**config.mk**
```make
export PLATFORM = sky130hd
export DESIGN_NAME = pc_fetch_ctrl
export DESIGN_NICKNAME = d
export VERILOG_FILES = /design/src/rtl/pc_fetch_ctrl.sv
export SDC_FILE = /design/constraint.sdc
export NUM_CORES = 1
export LEC_CHECK = 0
export ABC_CLOCK_PERIOD_IN_PS = 8400
export CAP_MARGIN = 10
export CORE_MARGIN = 10
export CORE_UTILIZATION = 45
export CTS_CLUSTER_DIAMETER = 150
export DETAILED_ROUTE_END_ITERATION = 7
export DONT_BUFFER_PORTS = 1
export GPL_TIMING_DRIVEN = 0
export RECOVER_POWER = 25
export SLEW_MARGIN = 20
export SYNTH_ARGS = -nofsm -noshare
export SYNTH_HDL_FRONTEND = slang
export SYNTH_SLANG_ARGS = --single-unit
```
**constraint.sdc**
```tcl
create_clock -name clk -period 8.4 [get_ports clk]
set_clock_uncertainty 0.15 [all_clocks]
set_input_delay 1.68 -clock clk [delete_from_list [all_inputs] [get_ports clk]]
set_output_delay 1.68 -clock clk [all_outputs]
set_load 0.02 [all_outputs]
```
**src/rtl/pc_fetch_ctrl.sv**
```systemverilog
// pc_fetch_ctrl: instruction fetch sequencer.
// Owns the fetch PC, keeps one instruction-memory request outstanding at a
// time, hands each fetched word and its PC to decode, and drains any stale
// request when a branch, jump or trap redirects the PC.
module pc_fetch_ctrl #(
   parameter logic [31:0] RESET_VEC = 32'h0000_0000,
   parameter logic [31:0] TRAP_VEC  = 32'h0000_0100
) (
   input  logic        clk,
   input  logic        reset,
   input  logic        stall,
   input  logic        redirect_valid,
   input  logic [31:0] redirect_target,
   input  logic        trap,
   output logic        imem_req,
   output logic [31:0] imem_addr,
   input  logic        imem_ack,
   input  logic [31:0] imem_rdata,
   output logic        if_valid,
   output logic [31:0] if_pc,
   output logic [31:0] if_instr,
   input  logic        if_ready,
   output logic        misaligned,
   output logic [31:0] pc
);

   typedef enum logic [1:0] {
      IDLE,   // no request outstanding
      FETCH,  // request for pc outstanding
      HOLD,   // fetched word waiting for decode
      FLUSH   // stale request still outstanding after a redirect
   } state_t;

   state_t      state;
   state_t      state_nxt;
   logic [31:0] flush_addr;
   logic        redirect;
   logic [31:0] redirect_pc;
   logic        fetch_done;

   // Trap wins over a branch/jump; both targets are forced word aligned.
   assign redirect    = trap | redirect_valid;
   assign redirect_pc = trap ? {TRAP_VEC[31:2], 2'b00} : {redirect_target[31:2], 2'b00};
   assign fetch_done  = (state == FETCH) && imem_ack;

   // A stale request keeps presenting the address it was issued with.
   assign imem_req  = (state == FETCH) || (state == FLUSH);
   assign imem_addr = (state == FLUSH) ? flush_addr : pc;
   assign if_valid  = (state == HOLD);

   // Next-state selection: redirect first, then handshake progress.
   always_comb begin
      // NOTE: default first so every path assigns state_nxt; no latch is inferred.
      state_nxt = state;
      unique case (state)
         IDLE: begin
            if (!redirect && !stall) state_nxt = FETCH;
         end
         FETCH: begin
            if (redirect)      state_nxt = imem_ack ? IDLE : FLUSH;
            else if (imem_ack) state_nxt = HOLD;
         end
         HOLD: begin
            if (redirect)      state_nxt = IDLE;
            else if (if_ready) state_nxt = stall ? IDLE : FETCH;
         end
         FLUSH: begin
            // The stale request must still complete; a redirect only moves pc.
            if (imem_ack) state_nxt = IDLE;
         end
         default: state_nxt = IDLE;
      endcase
   end

   // Control state, fetch PC and the decode-side holding registers.
   always_ff @(posedge clk) begin
      // NOTE: non-blocking assignments so all registers update from pre-edge values.
      if (reset) begin
         state      <= IDLE;
         pc         <= {RESET_VEC[31:2], 2'b00};
         misaligned <= 1'b0;
         if_pc      <= '0;
         if_instr   <= '0;
      end else begin
         state      <= state_nxt;
         misaligned <= !trap && redirect_valid && (redirect_target[1:0] != 2'b00);
         if (redirect)        pc <= redirect_pc;
         else if (fetch_done) pc <= pc + 32'd4;
         if (fetch_done && !redirect) begin
            if_pc    <= pc;
            if_instr <= imem_rdata;
         end
      end
   end

   // Capture the in-flight address when a redirect orphans a pending fetch.
   always_ff @(posedge clk) begin
      // NOTE: no reset needed; flush_addr is only observed in FLUSH, after it is loaded.
      if (state == FETCH && redirect && !imem_ack) flush_addr <= pc;
   end

endmodule

```
==> results.sh, run 1 <==
export IMPL_hold_violations=0
export IMPL_path_class="register to output pin"
export IMPL_rsz0062_at_grt="false"
export IMPL_fin_util_pct=52.34
export IMPL_tns_ns=0
export IMPL_routed_wl_mm=17.11
export IMPL_min_from="if_pc[22]$_SDFFE_PP0P_"
export IMPL_register_area_sq_mm=0.002803
export IMPL_relSlewSlack_pct=40.33
export IMPL_mostFrequentLayoutCells="nand2_1, dfxtp_1, a21oi_1, clkbuf_1"
export IMPL_die_width_um=130.5
export IMPL_setup_viol=0
export IMPL_vias=4575
export IMPL_port_buffers=0
export IMPL_initial_core_util_pct=45.94
export IMPL_synth_cells=610
export IMPL_cp_required_ns=6.57
export IMPL_finalMaxSlewViolations=0
export IMPL_synth_edf_count=30
export IMPL_wl_per_cell_um=21.47
export IMPL_fin_nets=709
export IMPL_antenna_left=0
export IMPL_drc=0
export IMPL_cp_depth=4
export IMPL_num_antenna_cells=0
export IMPL_crit_arrival_ns=2.05
export IMPL_num_rows=40
export IMPL_ys_types=56
export IMPL_layout_commonest_cell="nand2_1"
export IMPL_reg2reg_from="state[0]$_SDFFE_PP0P_"
export IMPL_min_path_cells=2
export IMPL_drt_iter0_markers=278
export IMPL_place_congestion=0.8523
export IMPL_yosysWarnings=0
export IMPL_place_hpwl_mm=12.86
export IMPL_fp_dieH_um=130.5
export IMPL_reg2regPathDepth=5
export IMPL_multiInputGateArea_sq_mm=0.002465
export IMPL_syn_to_final_growth_pct=13.93
export IMPL_layout_filler_cells=1143
export IMPL_vdd_drop_max_uv=112.5
export IMPL_path_buf_inv=2
export IMPL_critPathMaxFanout=10
export IMPL_grt_max_degree=17
export IMPL_io_pin_count=202
export IMPL_antenna_found_initial=0
export IMPL_core_sq_mm=0.01196
export IMPL_slowest_delay_ns=0.54
export IMPL_drtPass1Iterations=4
export IMPL_cp_end_kind="output pin"
export IMPL_yosysTopAreaCellShare_pct=34.61
export IMPL_synthTopCellsByArea="dfxtp_1, edfxtp_1, nand2_1"
export IMPL_synth_seq_cells=125
export IMPL_cts_path_max_buffers=2
export IMPL_cts_buffers_inserted=17
export IMPL_syn_area_per_cell_sq_um=9.009
export IMPL_cap_violations=0
export IMPL_post_route_period_util_pct=46.20
export IMPL_cts_tree="built"
export IMPL_synth_top_cell_by_area="dfxtp_1"
export IMPL_cts_root_buf="clkbuf_16"
export IMPL_drive_gt1_share_pct=13.23
export IMPL_synth_seq_area_share_pct=51.00
export IMPL_power_mw=1.371
export IMPL_r2r_end="flush_addr[19]$_DFFE_PP_"
export IMPL_cts_hold_buf=0
export IMPL_clkTransAtPathRegs_ns=0.05
export IMPL_cts_setup_buffers=0
export IMPL_cellPowerDensity_mw_per_mm2=219.0
export IMPL_whs_endpoint="if_pc[22]$_SDFFE_PP0P_"
export IMPL_grt_pass1_vias=4568
export IMPL_via_per_inst=5.740
export IMPL_critPathSlowestCell="clkbuf_1"
export IMPL_leakage_nw=2.075
export IMPL_synthFlopType="dfxtp_1"
export IMPL_r2r_setup_slack_ns=5.79
export IMPL_netlist_area_sq_mm=0.005495
export IMPL_cts_num_sinks=125
export IMPL_min_period_ns=3.881
export IMPL_worstSkewPairLatency_ns=0.41
export IMPL_async_reset_ff_share_pct=0
export IMPL_grt_pass1_wl_mm=25.75
export IMPL_grt_overflow_total=0
export IMPL_outcome="complete, no violations"
export IMPL_grt_util_all_layers_pct=19.68
export IMPL_fmax_mhz=257.7
export IMPL_htreeDepth=4
export IMPL_critPathTopFamily="buffers and inverters"
export IMPL_crit_chain="clkbuf_2 -> nand2_1 -> clkbuf_1 -> mux2_2"
export IMPL_cts_resized=0
export IMPL_cp_start_kind="register"
export IMPL_worst_slew_pin_slew_ns=0.8882
export IMPL_holdCritPathClass="register to register"
export IMPL_dieArea_sq_mm=0.01703
[cells by family (layout without fill, tap and decap cells)]
family / count (synthesis) / count (layout) / synth area share, %
flip-flops: 125 / 125 / 51.00
AND/OR/NAND/NOR: 241 / 241 / 20.65
other: 1 / 6 / 0.06824
AO/OA/AOI/OAI: 145 / 145 / 15.07
XOR/XNOR: 9 / 9 / 1.434
buffers and inverters: 53 / 88 / 4.485
adder cells (fa/ha/maj): 1 / 1 / 0.2277
multiplexers: 35 / 35 / 7.058
[metrics by stage]
stage                     worst slack, ns  cells  hold WS, ns  instance area, sq um
final                               4.519    797       0.4080                  6261
after global routing                4.431    797       0.4260                  6261
after detailed placement            4.854    765       0.4072                  5725
after floorplan                     3.916    615       0.3845                  5514
after CTS                           4.510    797       0.4143                  6277
after global placement              2.571    762       0.4032                  5698
[sequential cells by signal (all words and copies together) (netlist names)]
register / cells
misaligned: 1
pc: 30
if_instr: 32
if_pc: 30
state: 2
flush_addr: 30
[power breakdown]
group	total (mW)	switching, mW	internal, mW	leakage [nW]
clock	0.676	0.250	0.426	0.276
sequential	0.638	0.0158	0.623	1.01
combinational	0.0571	0.0396	0.0176	0.789
total	1.37	0.305	1.07	2.07
[synthesized netlist by cell type, types with 5 or more instances]
cell / instances
a21oi_1: 92
dfxtp_1: 95
nand2_1: 160
xnor2_1: 5
a211oi_1: 5
mux2i_1: 5
o21ai_0: 20
inv_1: 6
mux2_2: 30
nand3_1: 12
clkbuf_1: 31
edfxtp_1: 30
buf_4: 6
nor2_1: 17
nor3_1: 14
buf_2: 6
[metal layers]
| metal | GRT usage [%] | up-vias | wire [um] |
|---|---|---|---|
| met5 | 0 | - | 0 |
| met4 | 6.671 | 0 | 350 |
| met3 | 10.80 | 30 | 2224 |
| met2 | 31.49 | 213 | 8075 |
| met1 | 21.80 | 2157 | 6461 |
| li1 | - | 2175 | - |
[worst register-to-register path, cell delays in order, from the launching register on]
cell and delay [ns]:
dfxtp_1 0.30, clkbuf_2 0.18, nand2_1 0.11, nor3_1 0.69
clkbuf_1 0.55, buf_4 0.32
[final cells by class]
type	count	area share, %
Tap cell	147	2.938
Clock inverter	5	0.4197
Clock buffer	27	8.393
Sequential cell	125	44.76
Buffer	47	3.517
Inverter	6	0.3597
Timing Repair Buffer	3	0.2398
Multi-Input combinational cell	437	39.37
[worst max-delay path by stage]
stage,start,end,slack (ns)
after global routing,state[0]$_SDFFE_PP0P_,imem_addr[31],4.43
after global placement,trap,flush_addr[20]$_DFFE_PP_,2.57
after detailed placement,reset,pc[23]$_SDFFE_PP0P_,4.85
final,state[0]$_SDFFE_PP0P_,imem_addr[31],4.52
after floorplan,imem_ack,flush_addr[10]$_DFFE_PP_,3.92
after CTS,state[0]$_SDFFE_PP0P_,imem_addr[31],4.51
Power figures use the tool's default switching activity.
==> run 2, diff against run 1 <==
ABC_CLOCK_PERIOD_IN_PS = 3450   (was 8400)
clock period = 3.45 ns   (was 8.4 ns; I/O delays follow)
==> run 2 against run 1 <==
Cell count unchanged. Critical path type unchanged. Sequential power grew 140%. Largest power group unchanged. Register-to-register slack worse by 5.0 ns. Setup slack lost 4.0 ns. Non-clock buffer count down 1. Die area is the same. Clock power grew to 2.6 times the previous value. Utilization increased by 0.10 points. Count of clock-buffer cells in the layout down 5. Critical path depth stayed put. Design area up 0.20%. Routed wire length shrank 0.38%.
==> results.sh, run 2 (synthesized netlist as in run 1, its figures left out) <==
export IMPL_outcome="complete, no violations"
export IMPL_worstSkewPairLatency_ns=0.42
export IMPL_port_buffers=0
export IMPL_tns_ns=0
export IMPL_grt_overflow_total=0
export IMPL_worst_slew_pin_slew_ns=0.9343
export IMPL_drive_gt1_share_pct=13.25
export IMPL_cts_tree="built"
export IMPL_drt_iter0_markers=296
export IMPL_num_rows=40
export IMPL_cellPowerDensity_mw_per_mm2=545.2
export IMPL_regMostFlops="if_instr"
export IMPL_relSlewSlack_pct=37.71
export IMPL_vias=4522
export IMPL_syn_to_final_growth_pct=14.16
export IMPL_antenna_left=0
export IMPL_grt_pass1_wl_mm=25.66
export IMPL_htreeDepth=4
export IMPL_largest_reg_flops=32
export IMPL_cts_buffers_inserted=17
export IMPL_setup_viol=0
export IMPL_crit_arrival_ns=2.10
export IMPL_via_per_inst=5.674
export IMPL_mostFrequentLayoutCells="nand2_1, dfxtp_1, a21oi_1, clkbuf_1"
export IMPL_netSwitchingFraction_pct=21.63
export IMPL_cts_root_buf="clkbuf_16"
export IMPL_die_width_um=130.5
export IMPL_leakage_nw=2.083
export IMPL_grt_max_degree=17
export IMPL_dieArea_sq_mm=0.01703
export IMPL_initial_core_util_pct=45.94
export IMPL_cts_num_sinks=125
export IMPL_internal_power_mw=2.681
export IMPL_multiInputGateArea_sq_mm=0.002465
export IMPL_place_hpwl_mm=12.80
export IMPL_min_period_ns=2.943
export IMPL_routed_wl_mm=17.05
export IMPL_drtPass1Iterations=5
export IMPL_cp_required_ns=2.61
export IMPL_cp_start_kind="register"
export IMPL_cts_resized=0
export IMPL_fin_nets=708
export IMPL_layout_commonest_cell="nand2_1"
export IMPL_drc=0
export IMPL_fp_dieH_um=130.5
export IMPL_power_switching_mw=0.7398
export IMPL_finalMaxSlewViolations=0
export IMPL_cts_setup_buffers=0
export IMPL_wl_per_cell_um=21.39
export IMPL_cp_end_kind="output pin"
export IMPL_grt_util_all_layers_pct=19.71
export IMPL_pwr_share_clk_pct=50.5
export IMPL_holdCritPathClass="primary input to register"
export IMPL_min_path_cells=1
export IMPL_rsz0062_at_grt="false"
export IMPL_place_congestion=0.8477
export IMPL_io_pin_count=202
export IMPL_critPathMaxFanout=10
export IMPL_antenna_found_initial=1
export IMPL_core_sq_mm=0.01196
export IMPL_grt_pass1_vias=4517
export IMPL_fmax_mhz=339.8
export IMPL_fin_util_pct=52.45
export IMPL_cap_violations=0
export IMPL_post_route_period_util_pct=85.30
export IMPL_cts_hold_buf=0
export IMPL_hold_violations=0
export IMPL_clkTransAtPathRegs_ns=0.05
export IMPL_vdd_drop_max_uv=289.5
export IMPL_layout_filler_cells=1123
export IMPL_cts_path_max_buffers=2
export IMPL_combPwrFrac_pct=4.0
export IMPL_p_seq_share_pct=45.4
export IMPL_reg2regPathDepth=4
export IMPL_path_class="register to output pin"
export IMPL_register_area_sq_mm=0.002803
## run 2: metal layers
layer / wire length (um) / global-route usage, % / part of all wire (%)
met1: 6444 / 22.01 / 38
met2: 8262 / 31.49 / 48
met3: 2063 / 10.72 / 12
met4: 277 / 6.475 / 1.6
met5: 0 / 0 / 0
## run 2: worst paths after layout
check,from,to,slack (ns)
setup / recovery,state[0]$_SDFFE_PP0P_,imem_addr[31],0.51
hold / removal,redirect_target[0],misaligned$_SDFF_PP0_,0.23
setup reg to reg,state[0]$_SDFFE_PP0P_,flush_addr[17]$_DFFE_PP_,0.82
hold reg to reg,if_pc[22]$_SDFFE_PP0P_,if_pc[22]$_SDFFE_PP0P_,0.41
## run 2: power groups by stage
stage	Combinational, mW	Clock (mW)	Sequential [mW]
4_1_cts	0.139	1.76	1.55
2_1_floorplan	0.107	0	1.58
3_5_place_dp	0.138	0	1.58
3_3_place_gp	0.135	0	1.58
6_report	0.137	1.73	1.55
5_1_grt	0.151	1.84	1.56
## run 2: layout make-up
type	instances	area share, %
Clock inverter	10	1.955
Multi-Input combinational cell	437	39.29
Inverter	6	0.3590
Timing Repair Buffer	2	0.1197
Tap cell	147	2.932
Antenna cell	1	0.03989
Buffer	47	3.550
Clock buffer	22	7.080
Sequential cell	125	44.67
## run 2: worst max-delay path: stages (launching register included)
cell and delay, ns:
dfxtp_1 0.29, clkbuf_1 0.17, nand2_1 0.20, clkbuf_1 0.53, mux2_2 0.49
## run 2: per-stage QoR
step           area [sq um]  total power [mW]  worst slack (ns)  cells  hold WS, ns
2_1_floorplan          5519             1.682            0.8752    615       0.3845
3_3_place_gp           5703             1.719            0.1227    762       0.4037
3_5_place_dp           5739             1.723            0.9041    764       0.4075
4_1_cts                6306             3.454            0.5405    796       0.2254
5_1_grt                6274             3.545            0.4105    797       0.2168
6_report               6274             3.420            0.5071    797       0.2334
==> RTL change 1: new RTL, config.mk and constraints of run 2 <==
The 4 states of `state_t` get a one-hot encoding in 4 bits.
--- a/src/rtl/pc_fetch_ctrl.sv
+++ b/src/rtl/pc_fetch_ctrl.sv
@@ -26,7 +26,7 @@
 
-   typedef enum logic [1:0] {
-      IDLE,   // no request outstanding
-      FETCH,  // request for pc outstanding
-      HOLD,   // fetched word waiting for decode
-      FLUSH   // stale request still outstanding after a redirect
+   typedef enum logic [3:0] {
+      IDLE  = 4'b0001,   // no request outstanding
+      FETCH = 4'b0010,  // request for pc outstanding
+      HOLD  = 4'b0100,   // fetched word waiting for decode
+      FLUSH = 4'b1000   // stale request still outstanding after a redirect
    } state_t;
Formal check against the unedited RTL: no difference found for any inputs over 4 cycles, from zero or initial values and one cycle with reset high; so few cycles prove little.
==> RTL change 1 against run 2 <==
Worst setup slack lost 290 ps. First-iteration DRC count grew 65%. Synthesized area up 4.7%. Sequential cell count up 2. Wire length grew 9.4%. Count of clock-buffer cells in the layout is the same. Die area increased by 3.9%. Sequential share of layout area fell by 1.7 points. Final area grew 5.5%. Critical path type unchanged.
Power is not compared: it rests on default switching activity, and its combinational part moved more than twofold at a synthesized area within 25%.
==> RTL change 1: results (changes against run 2) <==
Outcome = finished clean
Largest stage delay on the critical path = 500 ps (-30 ps)
Slew @ Worst Pin = 779.2 ps (-155.1 ps)
Fill cells = 1,196 (+6.5%)
WL/cell = 21.74 microns (+1.6%)
Fraction of registers with async set/reset = 0% (unchanged)
Synth area leaders = dfxtp_1 34%, edfxtp_1 16%, nand2_1 11%, a21oi_1 8.2%, mux2_2 5.7%
HPWL Detailed = 13.68 mm (+6.9%)
Total track usage = 20.60% (+0.89 points)
Number of global-route vias before repair = 4,802 (+6.3%)
Register area share after synthesis = 49.42% (-1.6 points)
Layout cells sized above 1 = 15.77% (+2.5 points)
Root buf cell = clkbuf_16
Initial DRC Count = 488 (+65%)
Routability cong. = 0.8545 (+0.80%)
LEAKAGE = 2.310 nW
Post-synth cell types = 59 (+5.4%)
Synth top cells by count = 162 x nand2_1, 97 x dfxtp_1, 94 x a21oi_1
Nets = 744 (+5.1%)
Placed Cells incl. Taps = 825 (+8.0%)
CP max-delay cell = nor3b_2
Initial antenna violation count = 2 (+1)
Non-filler cells, final = 858 (+7.7%)
Clock Latency Late Sink = 420 ps (about the same)
Mapped Cells = 646 (+5.9%)
Arrival time worst endpoint = 2390 ps (+290 ps)
Vias = 4,932 (+9.1%)
First-pass GRT wire length = 28.49 mm (+11%)
Clock Path Buffers = 2 (unchanged)
Placed inst area = 6027 sq um (+5.0%)
Max FFs per register = 32 (unchanged)
[RTL change 1: per-stage QoR]
stage / util, % / total power, mW / setup WS [ps] / setup TNS (ps)
after global placement: 47.67 / 1.979 / -513.5 / -15300
after global routing: 52.67 / 3.850 / 80.40 / 0
final: 52.67 / 3.712 / 221.1 / 0
after detailed placement: 47.95 / 1.996 / 540.3 / 0
after floorplan: - / 1.906 / 583.8 / 0
after CTS: 52.65 / 3.737 / 160.7 / 0
[RTL change 1: layout make-up]
| type | instances | share of cell area, % |
|---|---|---|
| sequential | 127 | 42.94 |
| multi-input combinational | 465 | 40.12 |
| clock buffer | 22 | 7.825 |
| buffer | 54 | 3.988 |
| tap | 172 | 3.251 |
| clock inverter | 10 | 1.096 |
| timing repair buffer | 2 | 0.4536 |
| inverter | 5 | 0.2835 |
| antenna | 1 | 0.03780 |
[RTL change 1: worst max-delay path: cells and delay by family (launching register included)]
family,cells,cell delay [ps]
AND/OR/NAND/NOR,2,680
flip-flops,1,440
multiplexers,1,440
buffers and inverters,1,400
[RTL change 1: worst paths after layout]
kind | slack (ps) | endpoint | start | depth (start not counted)
hold / removal | 250 | if_instr[3]$_SDFFE_PP0P_ | imem_rdata[3] | 2
hold reg to reg | 410 | if_pc[13]$_SDFFE_PP0P_ | if_pc[13]$_SDFFE_PP0P_ | 2
setup / recovery | 220 | imem_addr[16] | state[3]$_SDFFE_PP0P_ | 4
setup reg to reg | 670 | pc[20]$_SDFFE_PP0P_ | pc[2]$_SDFFE_PP0P_ | 6
[RTL change 1: layer usage]
layer / share of wire, % / vias to the layer above / global-route usage (%)
li1: - / 2338 / -
met1: 39 / 2331 / 23.99
met2: 47 / 226 / 32.54
met3: 11 / 35 / 8.743
met4: 2.5 / 2 / 8.680
met5: 0.064 / - / 0
[RTL change 1: kinds of logic after synthesis]
family | count (synthesis) | synth area share [%]
mux | 39 | 7.418
buf+inv | 59 | 4.916
fa+ha+maj | 1 | 0.2175
simple gates | 264 | 21.86
other cells | 1 | 0.06520
flops | 127 | 49.42
xor+xnor | 4 | 0.6092
compound gates | 151 | 15.49
[RTL change 1: power groups by stage]
stage          Sequential, mW  Clock (mW)  Combinational, mW
3_3_place_gp             1.66           0              0.316
6_report                 1.63        1.75              0.333
4_1_cts                  1.63        1.77              0.332
5_1_grt                  1.64        1.84              0.370
2_1_floorplan            1.65           0              0.257
3_5_place_dp             1.67           0              0.331
==> RTL change 2: new RTL, flow settings as in run 2 <==
Without the edit above. `TRAP_VEC`: 32'h0000_0100 -> 32'h000000C0.
--- a/src/rtl/pc_fetch_ctrl.sv
+++ b/src/rtl/pc_fetch_ctrl.sv
@@ -6,3 +6,3 @@
    parameter logic [31:0] RESET_VEC = 32'h0000_0000,
-   parameter logic [31:0] TRAP_VEC  = 32'h0000_0100
+   parameter logic [31:0] TRAP_VEC  = 32'h000000C0
 ) (
Formal check against the unedited RTL: not equivalent (Yosys sat finds a counterexample within 4 cycles, from zero or initial values and one cycle with reset high).
==> RTL change 2 against run 2 <==
Wire length decreased by 1.3%. Final area decreased by 1.5%. Fmax increased by 3.8%. Worst setup slack improved by 110 ps. Clock power decreased by 5%. Utilization decreased by 0.57 points. Sequential cell count unchanged. Synthesized area decreased by 1.4%. Total power decreased by 1.8%. Largest power group unchanged.
==> RTL change 2: results (changes against run 2) <==
Outcome = finished clean
Non-filler cells, final = 787 (-1.3%)
CP max-delay cell = clkbuf_1
HPWL Detailed = 12.63 mm (-1.4%)
Mapped Cells = 599 (-1.8%)
Delay-heaviest family, CP = buffers and inverters
Layout cells sized above 1 = 13.17% (-0.085 points)
Reg with most FFs = if_instr
CTS Buf Count = 17 (unchanged)
Clock Latency Late Sink = 410 ps
Max FFs per register = 32 (unchanged)
YS warnings = 0 (unchanged)
Post-CTS resize count = 0 (unchanged)
Fraction of registers with async set/reset = 0% (unchanged)
Peak VDD IR = 315.7 uV (+9.0%)
Drt total wl = 16.83 mm (-1.3%)
Total power = 3.359 mW (-1.8%)
Hold path start = redirect_target[19]
Post-route minimum period = 2834 ps (-108.5 ps)
Clock net power = 1.65 mW (-5%)
Worst Setup SP = state[0]$_SDFFE_PP0P_
Startpoint of the worst-slack reg-to-reg timing path = pc[3]$_SDFFE_PP0P_
Synth area leaders = dfxtp_1 35%, edfxtp_1 17%, nand2_1 11%, a21oi_1 8.0%, mux2_2 6.2%
LEAKAGE = 2.085 nW (about the same)
Switching pwr = 758.5 uW (+2.5%)
Synth top cells by count = 158 x nand2_1, 95 x dfxtp_1, 87 x a21oi_1
Total track usage = 19.57% (-0.14 points)
PortBufs = 0 (unchanged)
Placed Cells incl. Taps = 753 (-1.4%)
Post-synth cell types = 57 (+1.8%)
Clk pin slew, worst setup/hold paths = 50 ps (about the same)
Largest net degree at the start of global routing = 17 (unchanged)
Routability cong. = 0.8864 (+4.6%)
Pre-Repair DR Iteration Count = 5 (unchanged)
Primary FF master, synth = dfxtp_1
Nets = 697 (-1.6%)
Worst-path fanout max = 10 (unchanged)
Number of global-route vias before repair = 4,403 (-2.5%)
First-pass GRT wire length = 25.16 mm (-1.9%)
Post-synth EDFFs = 30 (unchanged)
Largest stage delay on the critical path = 530 ps (about the same)
Register area share after synthesis = 51.72% (+0.72 points)
Initial DRC Count = 248 (-16%)
Initial antenna violation count = 2 (+1)
Hold WC Path Type = in2reg
Vias = 4,480 (-0.93%)
Slew @ Worst Pin = 935.2 ps (+0.8711 ps)
Sequential fraction of design power = 46.5% (+1.1 points)
-- RTL change 2: layer usage --
layer / part of all wire [%] / routed length (microns) / vias up / GRT usage (%)
li1: - / - / 2148 / -
met1: 39 / 6643 / 2124 / 22.63
met2: 47 / 7935 / 184 / 31.15
met3: 12 / 1939 / 24 / 9.006
met4: 1.9 / 313 / 0 / 7.341
met5: 0 / 0 / - / 0
-- RTL change 2: path summary, 6_finish.rpt --
kind / endpoint / slack (ps) / depth (start not counted)
worst min-delay path: pc[19]$_SDFFE_PP0P_ / 230 / 2
worst max register to register: pc[18]$_SDFFE_PP0P_ / 730 / 5
worst max-delay path: imem_addr[19] / 620 / 4
worst min register to register: if_pc[20]$_SDFFE_PP0P_ / 410 / 2
-- RTL change 2: final cells by class --
cell class,count,area [sq um]
multi-input cells,428,2407
inverters,5,18.77
diodes,2,5.005
clock inverters,8,65.06
well taps,147,183.9
flip-flops and latches,125,2803
fillers,1136,5732
plain buffers,46,207.7
clock buffers,24,481.7
repair buffers,2,7.507
-- RTL change 2: stage by stage --
step,setup slack [ps],instance area (sq um)
final,615.6,6180
after global routing,455.9,6180
after CTS,570.2,6210
after detailed placement,550.5,5663
after global placement,25.74,5627
after floorplan,718.1,5443
-- RTL change 2: cell families (layout without fill, tap and decap cells) --
kind of cell | Yosys count | after routing | share of synthesized area [%]
other | 1 | 8 | 0.06920
buffers and inverters | 51 | 85 | 4.202
DFF | 125 | 125 | 51.72
adders and majority gates | 1 | 1 | 0.2309
AOI/OAI and AO/OA | 138 | 138 | 14.87
xor gates and xnor gates | 11 | 11 | 1.778
and+or+nand+nor | 238 | 238 | 20.16
muxes | 34 | 34 | 6.973
